===== src/rtl/byte_word_packer_pkg.sv =====
// Shared constants and helpers for the byte-to-word packer.
// Lane masks are built here so top and bench agree on keep encoding.
package byte_word_packer_pkg;

    localparam int BYTE_W             = 8;
    localparam int DEF_BYTES_PER_WORD = 4;
    localparam int MAX_BYTES          = 8;

    function automatic logic [MAX_BYTES-1:0] keep_mask(input int unsigned count);
        logic [MAX_BYTES-1:0] m;
        m = '0;
        for (int unsigned i = 0; i < MAX_BYTES; i++) begin
            m[i] = (i < count);
        end
        return m;
    endfunction

endpackage


===== src/rtl/byte_word_packer_out.sv =====
// One-entry valid/ready output register: load, hold while stalled, drain.
// Word and keep keep their last value after a drain; only valid drops.
module word_out_reg
    import byte_word_packer_pkg::*;
#(
    parameter int W = 32,
    parameter int K = 4
) (
    input  logic         clk,
    input  logic         reset,
    input  logic         load,
    input  logic [W-1:0] load_word,
    input  logic [K-1:0] load_keep,
    input  logic         out_ready,
    output logic [W-1:0] out_word,
    output logic [K-1:0] out_keep,
    output logic         out_valid
);

    logic [W-1:0] word_q, word_d;
    logic [K-1:0] keep_q, keep_d;
    logic         valid_q, valid_d;

    always_comb begin
        word_d  = word_q;
        keep_d  = keep_q;
        valid_d = valid_q;
        if (load) begin
            word_d  = load_word;
            keep_d  = load_keep;
            valid_d = 1'b1;
        end else if (out_ready) begin
            valid_d = 1'b0;
        end
    end

    always_ff @(posedge clk or posedge reset) begin
        if (reset) begin
            word_q  <= '0;
            keep_q  <= '0;
            valid_q <= 1'b0;
        end else begin
            word_q  <= word_d;
            keep_q  <= keep_d;
            valid_q <= valid_d;
        end
    end

    assign out_word  = word_q;
    assign out_keep  = keep_q;
    assign out_valid = valid_q;

endmodule


===== src/rtl/byte_word_packer.sv =====
// Packs a byte stream into words, first byte in lane 0, with keep mask.
// A flush emits the partial word; if the output is busy it waits pending.
module byte_word_packer
    import byte_word_packer_pkg::*;
#(
    parameter int BYTES_PER_WORD = DEF_BYTES_PER_WORD,
    parameter int CNT_W          = 3
) (
    input  logic                             clk,
    input  logic                             reset,
    input  logic [BYTE_W-1:0]                in_byte,
    input  logic                             in_valid,
    output logic                             in_ready,
    input  logic                             flush,
    output logic [BYTE_W*BYTES_PER_WORD-1:0] out_word,
    output logic [BYTES_PER_WORD-1:0]        out_keep,
    output logic                             out_valid,
    input  logic                             out_ready
);

    localparam int         WW   = BYTE_W * BYTES_PER_WORD;
    localparam int         EW   = CNT_W + 1;
    localparam logic [CNT_W-1:0] LAST = CNT_W'(BYTES_PER_WORD - 1);

    logic [WW-1:0]             acc_q, acc_d, acc_wr;
    logic [CNT_W-1:0]          cnt_q, cnt_d;
    logic                      flush_pend_q, flush_pend_d;
    logic                      accept, slot_free;
    logic [EW-1:0]             eff_cnt;
    logic                      load;
    logic [BYTES_PER_WORD-1:0] load_keep;

    // Registers only: keeps in_ready free of any input-to-output path.
    assign in_ready = !flush_pend_q && !(out_valid && cnt_q == LAST);

    always_comb begin
        accept    = in_valid && in_ready;
        slot_free = !out_valid || out_ready;
        acc_wr    = acc_q;
        for (int k = 0; k < BYTES_PER_WORD; k++) begin
            if (accept && CNT_W'(k) == cnt_q) begin
                acc_wr[k*BYTE_W +: BYTE_W] = in_byte;
            end
        end
        eff_cnt   = {1'b0, cnt_q} + EW'(accept);
        load_keep = BYTES_PER_WORD'(keep_mask(32'(eff_cnt)));

        acc_d        = acc_wr;
        cnt_d        = accept ? cnt_q + CNT_W'(1) : cnt_q;
        flush_pend_d = flush_pend_q;
        load         = 1'b0;

        // A completing byte wins over flush, so only one full word goes out.
        if (accept && cnt_q == LAST) begin
            load  = 1'b1;
            acc_d = '0;
            cnt_d = '0;
        end else if (flush_pend_q) begin
            if (slot_free) begin
                load         = 1'b1;
                acc_d        = '0;
                cnt_d        = '0;
                flush_pend_d = 1'b0;
            end
        end else if (flush && eff_cnt != '0) begin
            if (slot_free) begin
                load  = 1'b1;
                acc_d = '0;
                cnt_d = '0;
            end else begin
                flush_pend_d = 1'b1;
            end
        end
    end

    always_ff @(posedge clk or posedge reset) begin
        if (reset) begin
            acc_q        <= '0;
            cnt_q        <= '0;
            flush_pend_q <= 1'b0;
        end else begin
            acc_q        <= acc_d;
            cnt_q        <= cnt_d;
            flush_pend_q <= flush_pend_d;
        end
    end

    word_out_reg #(
        .W (WW),
        .K (BYTES_PER_WORD)
    ) u_out (
        .clk       (clk),
        .reset     (reset),
        .load      (load),
        .load_word (acc_wr),
        .load_keep (load_keep),
        .out_ready (out_ready),
        .out_word  (out_word),
        .out_keep  (out_keep),
        .out_valid (out_valid)
    );

endmodule


===== config.mk =====
export PLATFORM = sky130hd
export DESIGN_NAME = byte_word_packer
export DESIGN_NICKNAME = d
export VERILOG_FILES = /design/src/rtl/byte_word_packer_pkg.sv /design/src/rtl/byte_word_packer_out.sv /design/src/rtl/byte_word_packer.sv
export SDC_FILE = /design/constraint.sdc
export NUM_CORES = 1
export LEC_CHECK = 0
export BUFFER_PORTS_ARGS = -buffer_cell sky130_fd_sc_hd__buf_2
export CAP_MARGIN = 20
export CORE_ASPECT_RATIO = 0.5
export CORE_MARGIN = 2
export CORE_UTILIZATION = 47
export DETAILED_ROUTE_END_ITERATION = 7
export GPL_TIMING_DRIVEN = 0
export PLACE_DENSITY_LB_ADDON = 0.3
export SYNTH_ARGS = -nofsm -noshare
export SYNTH_HDL_FRONTEND = slang
export SYNTH_SLANG_ARGS = --single-unit

===== constraint.sdc =====
create_clock -name clk -period 7.33 [get_ports clk]
set_input_delay 1.0995 -clock clk [delete_from_list [all_inputs] [get_ports clk]]
set_output_delay 1.0995 -clock clk [all_outputs]
set_load 0.005 [all_outputs]

After elaboration in Yosys (flattened, before gate mapping)
Index checks and enable logic that the tools add are counted.
{ "word_totals": {"register_bits": 73, "output_inout_bits": 38, "word_cells": 54} }
{ "op_classes": {"addsub": 2, "order_cmp": 4, "n_eq_ne": 4, "n_mux": 22, "reduce_logical": 16} }
{ "ops": {"columns": ["op", "n"], "rows": [
  ["$mux 32", 4],
  ["$mux 8", 4],
  ["$mux 3", 5],
  ["$logic_and 1x1->1", 9],
  ["$mux 1", 9],
  ["$lt 1x4->1 const A", 2],
  ["$lt 2x4->1 const A", 2],
  ["$eq 2x3->1 const A", 2],
  ["$add 3x1->4", 1],
  ["$reduce_bool 4->1", 1],
  ["$add 3x1->3 const B", 1],
  ["$eq 1x3->1 const A", 1],
  ["$eq 3x2->1 const B", 1],
  ["$logic_not 1->1", 3],
  ["$logic_not 3->1", 1],
  ["$reduce_bool 2->1", 1],
  ["$logic_or 1x1->1", 1]
]} }

Logic depth before layout (Yosys ltp)
{ "depth": {"ltp_word": 12, "ltp_mapped": 13} }

Cells and area by module
Synthesis repeated with hierarchy kept, for this count alone.
{ "unflattened": {"hier_cells": 228, "hier_area_um2": 3380.7} }
{ "modules_own_cells": {"columns": ["mod", "n_inst", "cells_each", "area_per_inst_um2"], "rows": [
  ["byte_word_packer", 1, 148, 1854.3],
  ["word_out_reg", 1, 80, 1526.5]
]} }

Least setup slack after synthesis
OpenSTA, ideal clock, no wires.
{ "synth_timing": {"path_type": "input to register", "start": "in in_valid", "end": "reg u_out.word_q[20], in the netlist u_out.out_word[20]", "arrival_ps": 3201, "t_required_ps": 7205, "path_slack_ps": 4004, "cell_stages": 9, "path_buffers": 2, "path_cell_list": "a21boi_1 and2_1 ha_1 ha_1 or4_1 o21a_1 buf_6 buf_8 mux2_4"} }
{ "synth_between": {"elab_chain_cells": 7, "elab_cells_between_ends": 10, "cone_classes": "1 x add/sub; 4 x mux; 5 x reduce/logical"} }
{ "synth_lines": {"columns": ["item", "line", "source"], "rows": [
  ["from (decl)", "byte_word_packer.sv:12", "input logic in_valid,"],
  ["$logic_and 1x1->1 *", "byte_word_packer.sv:37", "accept = in_valid && in_ready;"],
  ["$add 3x1->4", "byte_word_packer.sv:45", "eff_cnt = {1'b0, cnt_q} + EW'(accept);"],
  ["$reduce_bool 4->1", "byte_word_packer.sv:65", "end else if (flush && eff_cnt != '0) begin"],
  ["$logic_and 1x1->1", "byte_word_packer.sv:65", null],
  ["$mux 1", "byte_word_packer.sv:65", null],
  ["$mux 1", "byte_word_packer.sv:58", "end else if (flush_pend_q) begin"],
  ["$mux 1", "byte_word_packer.sv:54", "if (accept && cnt_q == LAST) begin"],
  ["to (signal assigned)", "byte_word_packer_out.sv:43", "word_q <= word_d;"],
  ["to (decl)", "byte_word_packer_out.sv:20", "logic [W-1:0] word_q, word_d;"]
]} }
Every way passes the cells marked *; elsewhere a longest branch is shown, timed or not.
A chain may end at the register's enable or synchronous reset.

Worst setup path after layout
{ "layout_timing": {"start": "in in_valid", "end": "reg u_out.word_q[24], in the netlist u_out.out_word[24]"} }
The elaborated chain is that of the path after synthesis.

==> impl_metrics.json <==
{
  "grt_pass1_vias": 2054,
  "remaining_drc_errors": 0,
  "required_ns": 7.55,
  "clk_pin_slew_ns": 0.06,
  "fin_worst_skew_ns": 0.004139,
  "final-setup-viol-count": 0,
  "synthCells": 244,
  "drtAntennaViolNets": 0,
  "cts.htree.levels": 3,
  "postCtsHoldBufs": 0,
  "period_share_pct": 44.82,
  "yosysWarnings": 0,
  "fin_ws_ns": 4.045,
  "io_pins": 51,
  "grt_setup_unrepaired": "false",
  "drt-initial-drc-count": 64,
  "maxSlewViolCount": 0,
  "insertion_delay_ns": 0.33,
  "grt_pass1_wl_mm": 10.18,
  "setup_tns_ns": 0,
  "hold_viol_final": 0,
  "clock-root-buffer": "clkbuf_16",
  "firstDrtPassIters": 4,
  "power.total_uw": 1566,
  "leakagePower_uw": 0.002083,
  "start_kind": "input port",
  "end_kind": "flop",
  "die_h_microns": 62.07,
  "max_cap_viol_count": 0,
  "dieArea_sq_mm": 0.007456,
  "ys_types": 25,
  "num_antenna_cells": 0,
  "finalCriticalPeriod_ns": 3.285,
  "io_buffers": 50,
  "synth.yosys.seq_area_share_pct": 57.64,
  "areaGrowthSynthToFinish_pct": 20.17,
  "place_hpwl_mm": 4.168,
  "fmax_mhz": 304.4,
  "regToRegSetupSlack_ns": 4.05,
  "ys_seq_elements": 73,
  "outcome": "finished clean",
  "pre_cts_ws_ns": 3.701,
  "gp_congestion": 0.7835,
  "antenna_found_initial": 0,
  "fin_nets": 325,
  "cts_resized": 0,
  "clock_sinks": 73,
  "vias": 1943,
  "worstSetupStartpoint": "in_valid",
  "coreArea_sq_mm": 0.006595,
  "num_rows": 21,
  "crit_type": "in -> reg",
  "ir_drop_mv": 0.1377,
  "synth_area_per_cell_sq_um": 12.99,
  "overflow": 0,
  "wirelength_mm": 6.153,
  "cts_buffers": 9,
  "syn_nets": 264,
  "relSlewSlack_pct": 41.18,
  "drive_above_1_share_pct": 32.69,
  "utilization_pct": 57.75,
  "crit_arrival_ns": 3.50,
  "hp-class": "reg -> reg",
  "endpoint": "u_out.out_word[24]",
  "worstPathMaxFanout": 10,
  "start_util_pct": 48.06,
  "tightest_slew_ns": 0.8822,
  "post_cts_buffers": 0,
  "power.density_mw_per_mm2": 411.2,
  "netlist_area_sq_mm": 0.003169,
  "holdWs_ns": 0.4997,
  "die_x_microns": 120.1,
  "grt_usage_pct": 18.58,
  "reg2reg_from": "cnt_q[1]",
  "r2r_end": "u_out.out_word[24]",
  "cts_buffer_depth": 2,
  "vias_per_cell": 4.845,
  "tritoncts": "yes",
  "ff2ff_path_depth": 11,
  "routedWlPerCell_microns": 15.34,
  "grt_max_degree": 74
}
## layout by cell type (no fill, tap or decap)
cell,count
a211oi_1,1
a21boi_0,1
a21boi_1,1
a21oi_1,6
and2_1,1
buf_2,50
buf_4,5
buf_6,3
buf_8,1
clkbuf_16,9
clkinv_2,1
clkinv_4,3
clkinvlp_4,2
dfrtp_1,73
ha_1,7
inv_1,27
inv_4,1
mux2_2,15
mux2_4,11
mux2i_1,42
nand2b_1,1
nand3_1,3
nand4_1,1
nor2_1,25
nor2b_1,13
nor4bb_1,1
o21a_1,1
o31a_1,1
o31ai_1,1
or3_1,1
or4_1,1
## power by group
part / internal (uW) / switching (uW) / total (uW)
Clock: 228 / 167 / 395
Combinational: 275 / 297 / 572
Sequential: 534 / 64.6 / 599
Total: 1040 / 529 / 1570
## registers in the layout (all words and copies together) (netlist names)
name,flops
u_out.out_valid,1
u_out.out_word,32
acc_q,32
cnt_q,3
flush_pend_q,1
u_out.out_keep,4
## worst min path at each step
stage	startpoint	cells past startpoint	endpoint
finish	u_out.out_keep[0]	1	u_out.out_keep[0]
floorplan	acc_q[31]	2	acc_q[31]
detailed placement	u_out.out_word[21]	1	u_out.out_word[21]
CTS	u_out.out_keep[0]	1	u_out.out_keep[0]
global route	u_out.out_keep[0]	1	u_out.out_keep[0]
global placement	u_out.out_keep[3]	1	u_out.out_keep[3]
## worst max-delay path, cell delays in order
cell	delay, ns
buf_2	0.09
a21boi_1	0.33
and2_1	0.25
ha_1	0.19
ha_1	0.27
or4_1	0.48
o21a_1	0.19
buf_6	0.14
buf_8	0.15
mux2_4	0.30
## metal layers
metal  routed length [microns]  part of all wire (%)  global-route usage [%]  up-vias
li1                          -                     -                       -      931
met1                      3051                    50                   23.89      961
met2                      2748                    45                   30.60       43
met3                       289                   4.7                   6.661        8
met4                        63                   1.0                   5.378        0
met5                         0                     0                       0        -
## per-stage QoR
stage	area, sq um	instances
after detailed placement	3537	386
after CTS	3809	401
after global routing	3809	401
after floorplan	3169	244
final	3809	401
after global placement	3535	386
## synthesized netlist by cell type
cell type / number / share of area, %
o21a_1: 1 / 0.24
or4_1: 1 / 0.24
inv_1: 28 / 3.3
or3_1: 1 / 0.20
mux2_2: 15 / 5.3
nand2b_1: 1 / 0.20
nand3_1: 3 / 0.47
dfrtp_1: 73 / 58
a21boi_0: 1 / 0.24
buf_8: 1 / 0.47
o31a_1: 1 / 0.28
ha_1: 7 / 2.8
nor4bb_1: 1 / 0.32
o31ai_1: 1 / 0.24
and2_1: 1 / 0.20
nand4_1: 1 / 0.20
a21oi_1: 6 / 0.95
nor2_1: 25 / 3.0
mux2_4: 11 / 5.2
buf_4: 5 / 1.2
buf_6: 3 / 1.1
a211oi_1: 1 / 0.24
mux2i_1: 42 / 13
nor2b_1: 13 / 2.6
a21boi_1: 1 / 0.24
## kinds of logic (layout without fill, tap and decap cells)
| family | after synthesis | count (layout) | share of synthesized area [%] |
|---|---|---|---|
| adder cells (fa/ha/maj) | 7 | 7 | 2.763 |
| AND/OR/NAND/NOR | 47 | 47 | 7.344 |
| buffers and inverters | 37 | 102 | 6.040 |
| flip-flops | 73 | 73 | 57.64 |
| multiplexers | 68 | 68 | 23.81 |
| AO/OA/AOI/OAI | 12 | 12 | 2.409 |
## final cells by class
class	count	area, sq um
repair buffers	50	250.2
clock inverters	6	46.29
fillers	563	2786
clock buffers	9	225.2
multi-input cells	134	1151
flip-flops and latches	73	1827
well taps	92	115.1
inverters	28	107.6
plain buffers	9	86.33
No activity file was read; power rests on OpenSTA's default activity.
